<file path="config.mk">
export PLATFORM = sky130hd
export DESIGN_NAME = basic_ctrl_sequencer
export DESIGN_NICKNAME = d
export VERILOG_FILES = /design/src/rtl/basic_ctrl_pkg.sv /design/src/rtl/basic_ctrl_regref_decode.sv /design/src/rtl/basic_ctrl_sequencer.sv
export SDC_FILE = /design/constraint.sdc
export NUM_CORES = 1
export LEC_CHECK = 0
export CORE_MARGIN = 8
export CORE_UTILIZATION = 27
export CTS_BUF_LIST = sky130_fd_sc_hd__clkbuf_8
export DETAILED_ROUTE_END_ITERATION = 6
export HOLD_SLACK_MARGIN = 0.05
export SETUP_SLACK_MARGIN = 0.05
export SYNTH_ARGS = -nofsm -noshare
export SYNTH_HDL_FRONTEND = slang
export SYNTH_SLANG_ARGS = --single-unit
</file>
<file path="constraint.sdc">
create_clock -name clk -period 2.65 [get_ports clk]
set_input_delay 0.6625 -clock clk [delete_from_list [all_inputs] [get_ports clk]]
set_output_delay 0.6625 -clock clk [all_outputs]
set_load 0.02 [all_outputs]
</file>
<file path="src/rtl/basic_ctrl_pkg.sv">
// rtl/basic_ctrl_pkg.sv - opcode, ALU code, register-reference and FSM constants for the basic computer sequencer
package basic_ctrl_pkg;

    // Memory-reference opcodes, IR[14:12]
    localparam logic [2:0] OP_AND    = 3'd0;
    localparam logic [2:0] OP_ADD    = 3'd1;
    localparam logic [2:0] OP_LDA    = 3'd2;
    localparam logic [2:0] OP_STA    = 3'd3;
    localparam logic [2:0] OP_BUN    = 3'd4;
    localparam logic [2:0] OP_BSA    = 3'd5;
    localparam logic [2:0] OP_ISZ    = 3'd6;
    localparam logic [2:0] OP_REGREF = 3'd7;

    // ALU operation codes; AND/ADD/LOAD_DR share their encoding with the opcodes above
    localparam logic [2:0] ALU_AND     = 3'd0;
    localparam logic [2:0] ALU_ADD     = 3'd1;
    localparam logic [2:0] ALU_LOAD_DR = 3'd2;
    localparam logic [2:0] ALU_CMA     = 3'd3;
    localparam logic [2:0] ALU_SHR     = 3'd4;
    localparam logic [2:0] ALU_SHL     = 3'd5;
    localparam logic [2:0] ALU_PASS    = 3'd6;
    localparam logic [2:0] ALU_ZERO    = 3'd7;

    // Register-reference bit positions in IR[11:0]; a higher bit wins
    localparam int RR_CLA = 11;
    localparam int RR_CLE = 10;
    localparam int RR_CMA = 9;
    localparam int RR_CME = 8;
    localparam int RR_CIR = 7;
    localparam int RR_CIL = 6;
    localparam int RR_INC = 5;
    localparam int RR_SPA = 4;
    localparam int RR_SNA = 3;
    localparam int RR_SZA = 2;
    localparam int RR_SZE = 1;
    localparam int RR_HLT = 0;

    // Sequencer states
    localparam logic [3:0] S_IDLE     = 4'd0;
    localparam logic [3:0] S_FETCH    = 4'd1;
    localparam logic [3:0] S_DECODE   = 4'd2;
    localparam logic [3:0] S_INDIRECT = 4'd3;
    localparam logic [3:0] S_OPERAND  = 4'd4;
    localparam logic [3:0] S_EXEC_ALU = 4'd5;
    localparam logic [3:0] S_WRITE    = 4'd6;
    localparam logic [3:0] S_REGREF   = 4'd7;
    localparam logic [3:0] S_HALT     = 4'd8;

    // Control produced by the register-reference decoder
    typedef struct packed {
        logic       ac_we;
        logic       e_clr;
        logic       e_cmp;
        logic       e_from_alu;
        logic       skip;
        logic       hlt;
        logic [2:0] alu_op;
    } rr_ctrl_t;

endpackage

</file>
<file path="src/rtl/basic_ctrl_regref_decode.sv">
// rtl/basic_ctrl_regref_decode.sv - priority decode of a register-reference instruction into action, ALU op and skip
module basic_ctrl_regref_decode
    import basic_ctrl_pkg::*;
(
    input  logic [11:0] rr_bits,
    input  logic        e,
    input  logic        alu_n,
    input  logic        alu_z,
    output logic [11:0] action,
    output rr_ctrl_t    ctrl
);

    // Keep only the highest set bit; all-zero means NOP
    always_comb begin
        action = '0;
        for (int i = 0; i < 12; i++) begin
            if (rr_bits[i]) begin
                action = 12'd1 << i;
            end
        end
    end

    // Translate the one-hot action into ALU op, register writes and skip condition
    always_comb begin
        ctrl        = '0;
        ctrl.alu_op = ALU_ZERO;
        if (action[RR_CLA]) begin
            ctrl.ac_we = 1'b1;
        end
        if (action[RR_CLE]) begin
            ctrl.e_clr = 1'b1;
        end
        if (action[RR_CMA]) begin
            ctrl.ac_we  = 1'b1;
            ctrl.alu_op = ALU_CMA;
        end
        if (action[RR_CME]) begin
            ctrl.e_cmp = 1'b1;
        end
        if (action[RR_CIR]) begin
            ctrl.ac_we      = 1'b1;
            ctrl.e_from_alu = 1'b1;
            ctrl.alu_op     = ALU_SHR;
        end
        if (action[RR_CIL]) begin
            ctrl.ac_we      = 1'b1;
            ctrl.e_from_alu = 1'b1;
            ctrl.alu_op     = ALU_SHL;
        end
        if (action[RR_INC]) begin
            ctrl.ac_we  = 1'b1;
            ctrl.alu_op = ALU_ADD;
        end
        if (action[RR_SPA]) begin
            ctrl.skip = ~alu_n & ~alu_z;
        end
        if (action[RR_SNA]) begin
            ctrl.skip = alu_n;
        end
        if (action[RR_SZA]) begin
            ctrl.skip = alu_z;
        end
        if (action[RR_SZE]) begin
            ctrl.skip = ~e;
        end
        if (action[RR_HLT]) begin
            ctrl.hlt = 1'b1;
        end
    end

endmodule

</file>
<file path="src/rtl/basic_ctrl_sequencer.sv">
// rtl/basic_ctrl_sequencer.sv - instruction-cycle controller for the 16-bit basic computer; optional retire trace under BASIC_CTRL_RETIRE_TRACE_EN
module basic_ctrl_sequencer
    import basic_ctrl_pkg::*;
#(
    parameter int W  = 16,
    parameter int AW = 12
) (
    input  logic          clk,
    input  logic          rst,
    input  logic          start,
    output logic          mem_req,
    output logic          mem_we,
    output logic [AW-1:0] mem_addr,
    output logic [W-1:0]  mem_wdata,
    input  logic [W-1:0]  mem_rdata,
    input  logic          mem_ack,
    output logic [2:0]    alu_op_select,
    output logic [W-1:0]  alu_ac,
    output logic [W-1:0]  alu_dr,
    output logic          alu_e,
    input  logic [W-1:0]  alu_out,
    input  logic          alu_e_next,
    input  logic          alu_n,
    input  logic          alu_z,
    output logic          halted,
    output logic          busy
`ifdef BASIC_CTRL_RETIRE_TRACE_EN
    ,
    output logic          retire_valid,
    output logic [AW-1:0] retire_pc,
    output logic [W-1:0]  retire_ir
`endif
);

    logic [3:0]    state_q, state_d;
    logic [AW-1:0] pc_q, pc_d, ar_q, ar_d;
    logic [W-1:0]  ir_q, ir_d, dr_q, dr_d, ac_q, ac_d;
    logic          e_q, e_d, mem_req_q, mem_req_d;
    logic [2:0]    opcode;
    logic          acked, mem_state;
    logic [11:0]   rr_action;
    rr_ctrl_t      rr;

    assign opcode    = ir_q[14:12];
    assign acked     = mem_req_q & mem_ack;
    // BUN is the only memory-reference instruction that needs no operand access
    assign mem_state = (state_q == S_FETCH) || (state_q == S_INDIRECT) || (state_q == S_WRITE) ||
                       ((state_q == S_OPERAND) && (opcode != OP_BUN));

    basic_ctrl_regref_decode u_regref_decode (
        .rr_bits (ir_q[11:0]),
        .e       (e_q),
        .alu_n   (alu_n),
        .alu_z   (alu_z),
        .action  (rr_action),
        .ctrl    (rr)
    );

    // Register update; rst also drops any outstanding memory request
    always_ff @(posedge clk) begin
        if (rst) begin
            state_q   <= S_IDLE;
            pc_q      <= '0;
            ar_q      <= '0;
            ir_q      <= '0;
            dr_q      <= '0;
            ac_q      <= '0;
            e_q       <= 1'b0;
            mem_req_q <= 1'b0;
        end else begin
            state_q   <= state_d;
            pc_q      <= pc_d;
            ar_q      <= ar_d;
            ir_q      <= ir_d;
            dr_q      <= dr_d;
            ac_q      <= ac_d;
            e_q       <= e_d;
            mem_req_q <= mem_req_d;
        end
    end

    // Fetch/decode/execute sequencing; a memory state raises req on entry and drops it after ack
    always_comb begin
        state_d   = state_q;
        pc_d      = pc_q;
        ar_d      = ar_q;
        ir_d      = ir_q;
        dr_d      = dr_q;
        ac_d      = ac_q;
        e_d       = e_q;
        mem_req_d = mem_req_q;
        if (mem_state) begin
            if (!mem_req_q) begin
                mem_req_d = 1'b1;
            end else if (mem_ack) begin
                mem_req_d = 1'b0;
            end
        end
        case (state_q)
            S_IDLE: begin
                if (start) begin
                    state_d = S_FETCH;
                end
            end
            S_FETCH: begin
                if (acked) begin
                    ir_d    = mem_rdata;
                    pc_d    = pc_q + AW'(1);
                    state_d = S_DECODE;
                end
            end
            S_DECODE: begin
                ar_d = ir_q[AW-1:0];
                if (opcode == OP_REGREF) begin
                    state_d = S_REGREF;
                end else if (ir_q[15]) begin
                    state_d = S_INDIRECT;
                end else begin
                    state_d = S_OPERAND;
                end
            end
            S_INDIRECT: begin
                if (acked) begin
                    ar_d    = mem_rdata[AW-1:0];
                    state_d = S_OPERAND;
                end
            end
            S_OPERAND: begin
                case (opcode)
                    OP_BUN: begin
                        pc_d    = ar_q;
                        state_d = S_FETCH;
                    end
                    OP_STA: begin
                        if (acked) begin
                            state_d = S_FETCH;
                        end
                    end
                    OP_BSA: begin
                        if (acked) begin
                            pc_d    = ar_q + AW'(1);
                            state_d = S_FETCH;
                        end
                    end
                    OP_ISZ: begin
                        if (acked) begin
                            dr_d    = mem_rdata + W'(1);
                            state_d = S_WRITE;
                        end
                    end
                    default: begin
                        if (acked) begin
                            dr_d    = mem_rdata;
                            state_d = S_EXEC_ALU;
                        end
                    end
                endcase
            end
            S_EXEC_ALU: begin
                ac_d = alu_out;
                if (opcode == OP_ADD) begin
                    e_d = alu_e_next;
                end
                state_d = S_FETCH;
            end
            S_WRITE: begin
                if (acked) begin
                    if (dr_q == '0) begin
                        pc_d = pc_q + AW'(1);
                    end
                    state_d = S_FETCH;
                end
            end
            S_REGREF: begin
                if (rr.ac_we) begin
                    ac_d = alu_out;
                end
                if (rr.e_clr) begin
                    e_d = 1'b0;
                end
                if (rr.e_cmp) begin
                    e_d = ~e_q;
                end
                if (rr.e_from_alu) begin
                    e_d = alu_e_next;
                end
                if (rr.skip) begin
                    pc_d = pc_q + AW'(1);
                end
                state_d = rr.hlt ? S_HALT : S_FETCH;
            end
            S_HALT: begin
                state_d = S_HALT;
            end
            default: begin
                state_d = S_IDLE;
            end
        endcase
    end

    // Outputs; mem_addr shows PC whenever AR is not the access address, so PC is visible when idle or halted
    always_comb begin
        mem_req   = mem_req_q;
        mem_we    = (state_q == S_WRITE) ||
                    ((state_q == S_OPERAND) && ((opcode == OP_STA) || (opcode == OP_BSA)));
        mem_addr  = ((state_q == S_INDIRECT) || (state_q == S_OPERAND) || (state_q == S_WRITE)) ? ar_q : pc_q;
        mem_wdata = (state_q == S_WRITE) ? dr_q : ((opcode == OP_BSA) ? W'(pc_q) : ac_q);
        alu_op_select = ALU_ZERO;
        if (state_q == S_EXEC_ALU) begin
            alu_op_select = opcode;
        end else if (state_q == S_REGREF) begin
            alu_op_select = rr.alu_op;
        end
        alu_ac = ac_q;
        alu_dr = ((state_q == S_REGREF) && rr_action[RR_INC]) ? W'(1) : dr_q;
        alu_e  = e_q;
        halted = (state_q == S_HALT);
        busy   = (state_q != S_IDLE) && (state_q != S_HALT);
    end

`ifdef BASIC_CTRL_RETIRE_TRACE_EN
    logic [AW-1:0] ipc_q, ipc_d;

    // Remember the fetch address of the instruction in flight
    always_comb begin
        ipc_d = (state_q == S_FETCH) ? pc_q : ipc_q;
    end

    // Fetch-address register for the trace
    always_ff @(posedge clk) begin
        if (rst) begin
            ipc_q <= '0;
        end else begin
            ipc_q <= ipc_d;
        end
    end

    // An instruction retires on the cycle it hands over to the next fetch or to HALT
    always_comb begin
        retire_valid = busy && (state_q != S_FETCH) && ((state_d == S_FETCH) || (state_d == S_HALT));
        retire_pc    = ipc_q;
        retire_ir    = ir_q;
    end
`endif

endmodule

</file>
==> impl_metrics.ini <==
[yosys]
syn_area_mm2 = 0.00480
synth_top_family_by_area = simple AND/OR/NAND/NOR gates
ys.flop_type = dfxtp_1
synthesis.instances = 597
synth-seq-area-share_pct = 32.5
synth-edff-count = 0
synth_fa_ha_area_share_pct = 0.781
synth_cell_type_count = 62
synth_xor_area_share_pct = 4.74
synth_seq_cells = 78
syn-num-nets = 639
synth-simple-area-share_pct = 25.2
ys_warn_count = 0
synth_compound_area_share_pct = 18.3
async_flop_share_pct = 0
synthMuxAreaShare_pct = 13.6
syn_avg_cell_area_um2 = 8.05

[critical_path]
crit_path_end_kind = output port
worstPathRequired_ps = 1990
r2r_slack_ps = 290
crit_fanout = 7
crit_end = mem_addr[11]
reg2regPathDepth = 11
critPathKind = reg -> out
r2r-end = pc_q[2]
worstPathArrival_ps = 1970
crit_path_start = state_q[1]
r2r-start = state_q[1]
cp-start-kind = flop

[sta]
setup_ws_ps = 22.0
finalHoldViolations = 0
fmax_mhz = 381
hold_slack_ps = 524
period_needed_ps = 2630
skew_ps = 15.1
setup_violations = 0
tightest_slew_ps = 445
maxSlewViolCount = 0
timing.final.crit_share_pct = 99.2
grt_setup_unrepaired = yes
relSlewSlack_pct = 69.9

[global_routing]
grt_max_degree = 79
grt_pass1_wl_um = 27200
grt_pass1_vias = 4756
antenna_found_initial = 0
grtUsageTotal_pct = 15.6
overflow = 0

[floorplanning]
die-area_mm2 = 0.0223
die_y_um = 149
die_width_um = 149
core_region_area_mm2 = 0.0174
start_util_pct = 27.7
fp-row-count = 48
io_pins = 107

[power_and_ir_drop]
vdd_drop_max_mv = 0.286
p_total_w = 0.00358
p_leak_nw = 2.68
power.density_mw_per_mm2 = 540

[drt]
drt_iter0_markers = 328
vias = 4908
dr.pass1.iters = 5
drc = 0
drt-total-wl_um = 17500
postRouteAntennaNets = 0
post_drt_via_cell_ratio = 5.10
routedWlPerCell_um = 18.2

[run]
drv_cap = 0

[place]
globalplace.congestion = 0.907
dp_slack_ps = -20.4
dp_hpwl_um = 13300
dpl_cell_area_mm2 = 0.00639
io_buffers = 106

[layout]
stdcell_area_mm2 = 0.00664
areaGrowthSynthToFinish_pct = 38.1
nNetsFinal = 775
drive_above_1_share_pct = 21.3
num_antenna_cells = 0

[hold_path]
min-delay-start = ar_q[10]
hold-path-cell-count = 2
hp-class = reg -> reg

[cts]
cts_tree = built
ctsRootBufferMaster = clkbuf_8
cts_buffers = 9
clock_path_buffers = 2
clock_sinks = 78
clk_pin_slew_ps = 80
htree_levels = 3
worstSkewPairLatency_ps = 370

[outcome]
status = finished clean
placed cells by master (no fill, tap or decap), drive strengths merged, types with 3 or more instances in the layout:
master and instances:
a211oi 32, a21oi 24, a22o 5, a311oi 3, a31oi 4, and2 17, and3 9, and4 3
buf 98, clkbuf 22, clkdlybuf4s50 55, dfxtp 78, ha 3, inv 13, mux2 10, mux2i 54
nand2 50, nand2b 8, nand3 13, nand4 11, nor2 91, nor3 12, nor3b 3, nor4 8
o211ai 3, o21ai 40, o22ai 3, o311ai 3, o31ai 4, or3 3, xnor2 14, xor2 12
critical path: stages, from the launching register on:
cell and delay (ps):
dfxtp_4 360, buf_6 120, nor4b_4 350, nor3_4 70
buf_6 140, buf_12 130, mux2_2 270, buf_2 160
layer usage:
layer	track usage [%]	vias to the layer above	wire, um
li1	-	2411	-
met1	19.6	2341	7680
met2	26.6	142	8780
met3	4.04	14	944
met4	2.52	0	111
met5	0	-	0
metrics by stage:
stage / TNS (ps) / util [%] / instances
3_5_place_dp: -80.3 / 36.8 / 935
6_report: 0 / 38.2 / 963
3_3_place_gp: -111 / 36.8 / 935
2_1_floorplan: 0 / - / 597
5_1_grt: -292 / 38.2 / 963
4_1_cts: -20.8 / 38.7 / 959
sequential cells by signal, summed over array words and instances (netlist names):
name,cells
alu_ac,16
alu_e,1
ar_q,12
dr_q,16
ir_q,16
mem_req,1
pc_q,12
state_q,4
kinds of logic after synthesis:
| kind of cell | after synthesis |
|---|---|
| xor+xnor | 26 |
| flops | 78 |
| simple gates | 240 |
| buf+inv | 52 |
| fa+ha+maj | 3 |
| mux | 64 |
| compound gates | 134 |
cell type report:
type / instances / area [um^2]
Timing Repair Buffer: 166 / 1450
Sequential cell: 78 / 1580
Clock buffer: 12 / 165
Tap cell: 225 / 282
Fill cell: 1837 / 10700
Clock inverter: 4 / 46.3
Multi-Input combinational cell: 467 / 3080
Inverter: 11 / 41.3
synth_stat cells, drive strengths merged (2+ instances only):
cell    count  share of area, %
a211oi     32               5.0
a21boi      2              0.31
a21o        2              0.31
a21oi      24               2.5
a22o        5              0.91
a311oi      3              0.55
a31oi       4              0.52
and2       17               2.2
and3        9               1.2
and3b       2              0.36
and4        3              0.55
buf        19               2.2
clkbuf     22               1.8
dfxtp      78                33
ha          3              0.78
inv        11              0.86
mux2       10               2.3
mux2i      54                11
nand2      50               3.9
nand2b      8               1.0
nand3      13               1.4
nand3b      2              0.31
nand4      11               1.4
nor2       91               7.2
nor3       12               1.6
nor3b       3              0.47
nor4        8               1.4
o211ai      3              0.47
o21ai      40               4.2
o22ai       3              0.39
o311ai      3              0.55
o31ai       4              0.63
o32ai       2              0.52
or2         2              0.31
or3         3              0.39
xnor2      14               2.6
xor2       12               2.2
repair_timing:
| item | CTS | global route |
|---|---|---|
| gates resized for setup | 191 | 61 |
| cloned | 3 | 0 |
| endpoints found under the setup margin | 49 | 46 |
| hold buffers | 0 | 0 |
| pin swaps | 3 | 1 |
| setup buffers | 5 | 5 |
| hold endpoints to repair | 0 | 0 |
power by group:
part / leakage, nW / internal, W / total (W) / switching, W
sequential: 0.634 / 0.00128 / 0.00144 / 0.000162
clock: 0.115 / 0.000508 / 0.000953 / 0.000445
combinational: 1.93 / 0.000573 / 0.00119 / 0.000621
how the worst min path moves through the flow:
stage,endpoint,slack [ps]
after floorplan,pc_q[5],480
after global placement,alu_ac[11],500
after detailed placement,ar_q[10],520
after CTS,ar_q[10],530
after global routing,ar_q[10],560
final,ar_q[10],520
No activity file was read; power rests on OpenSTA's default activity.
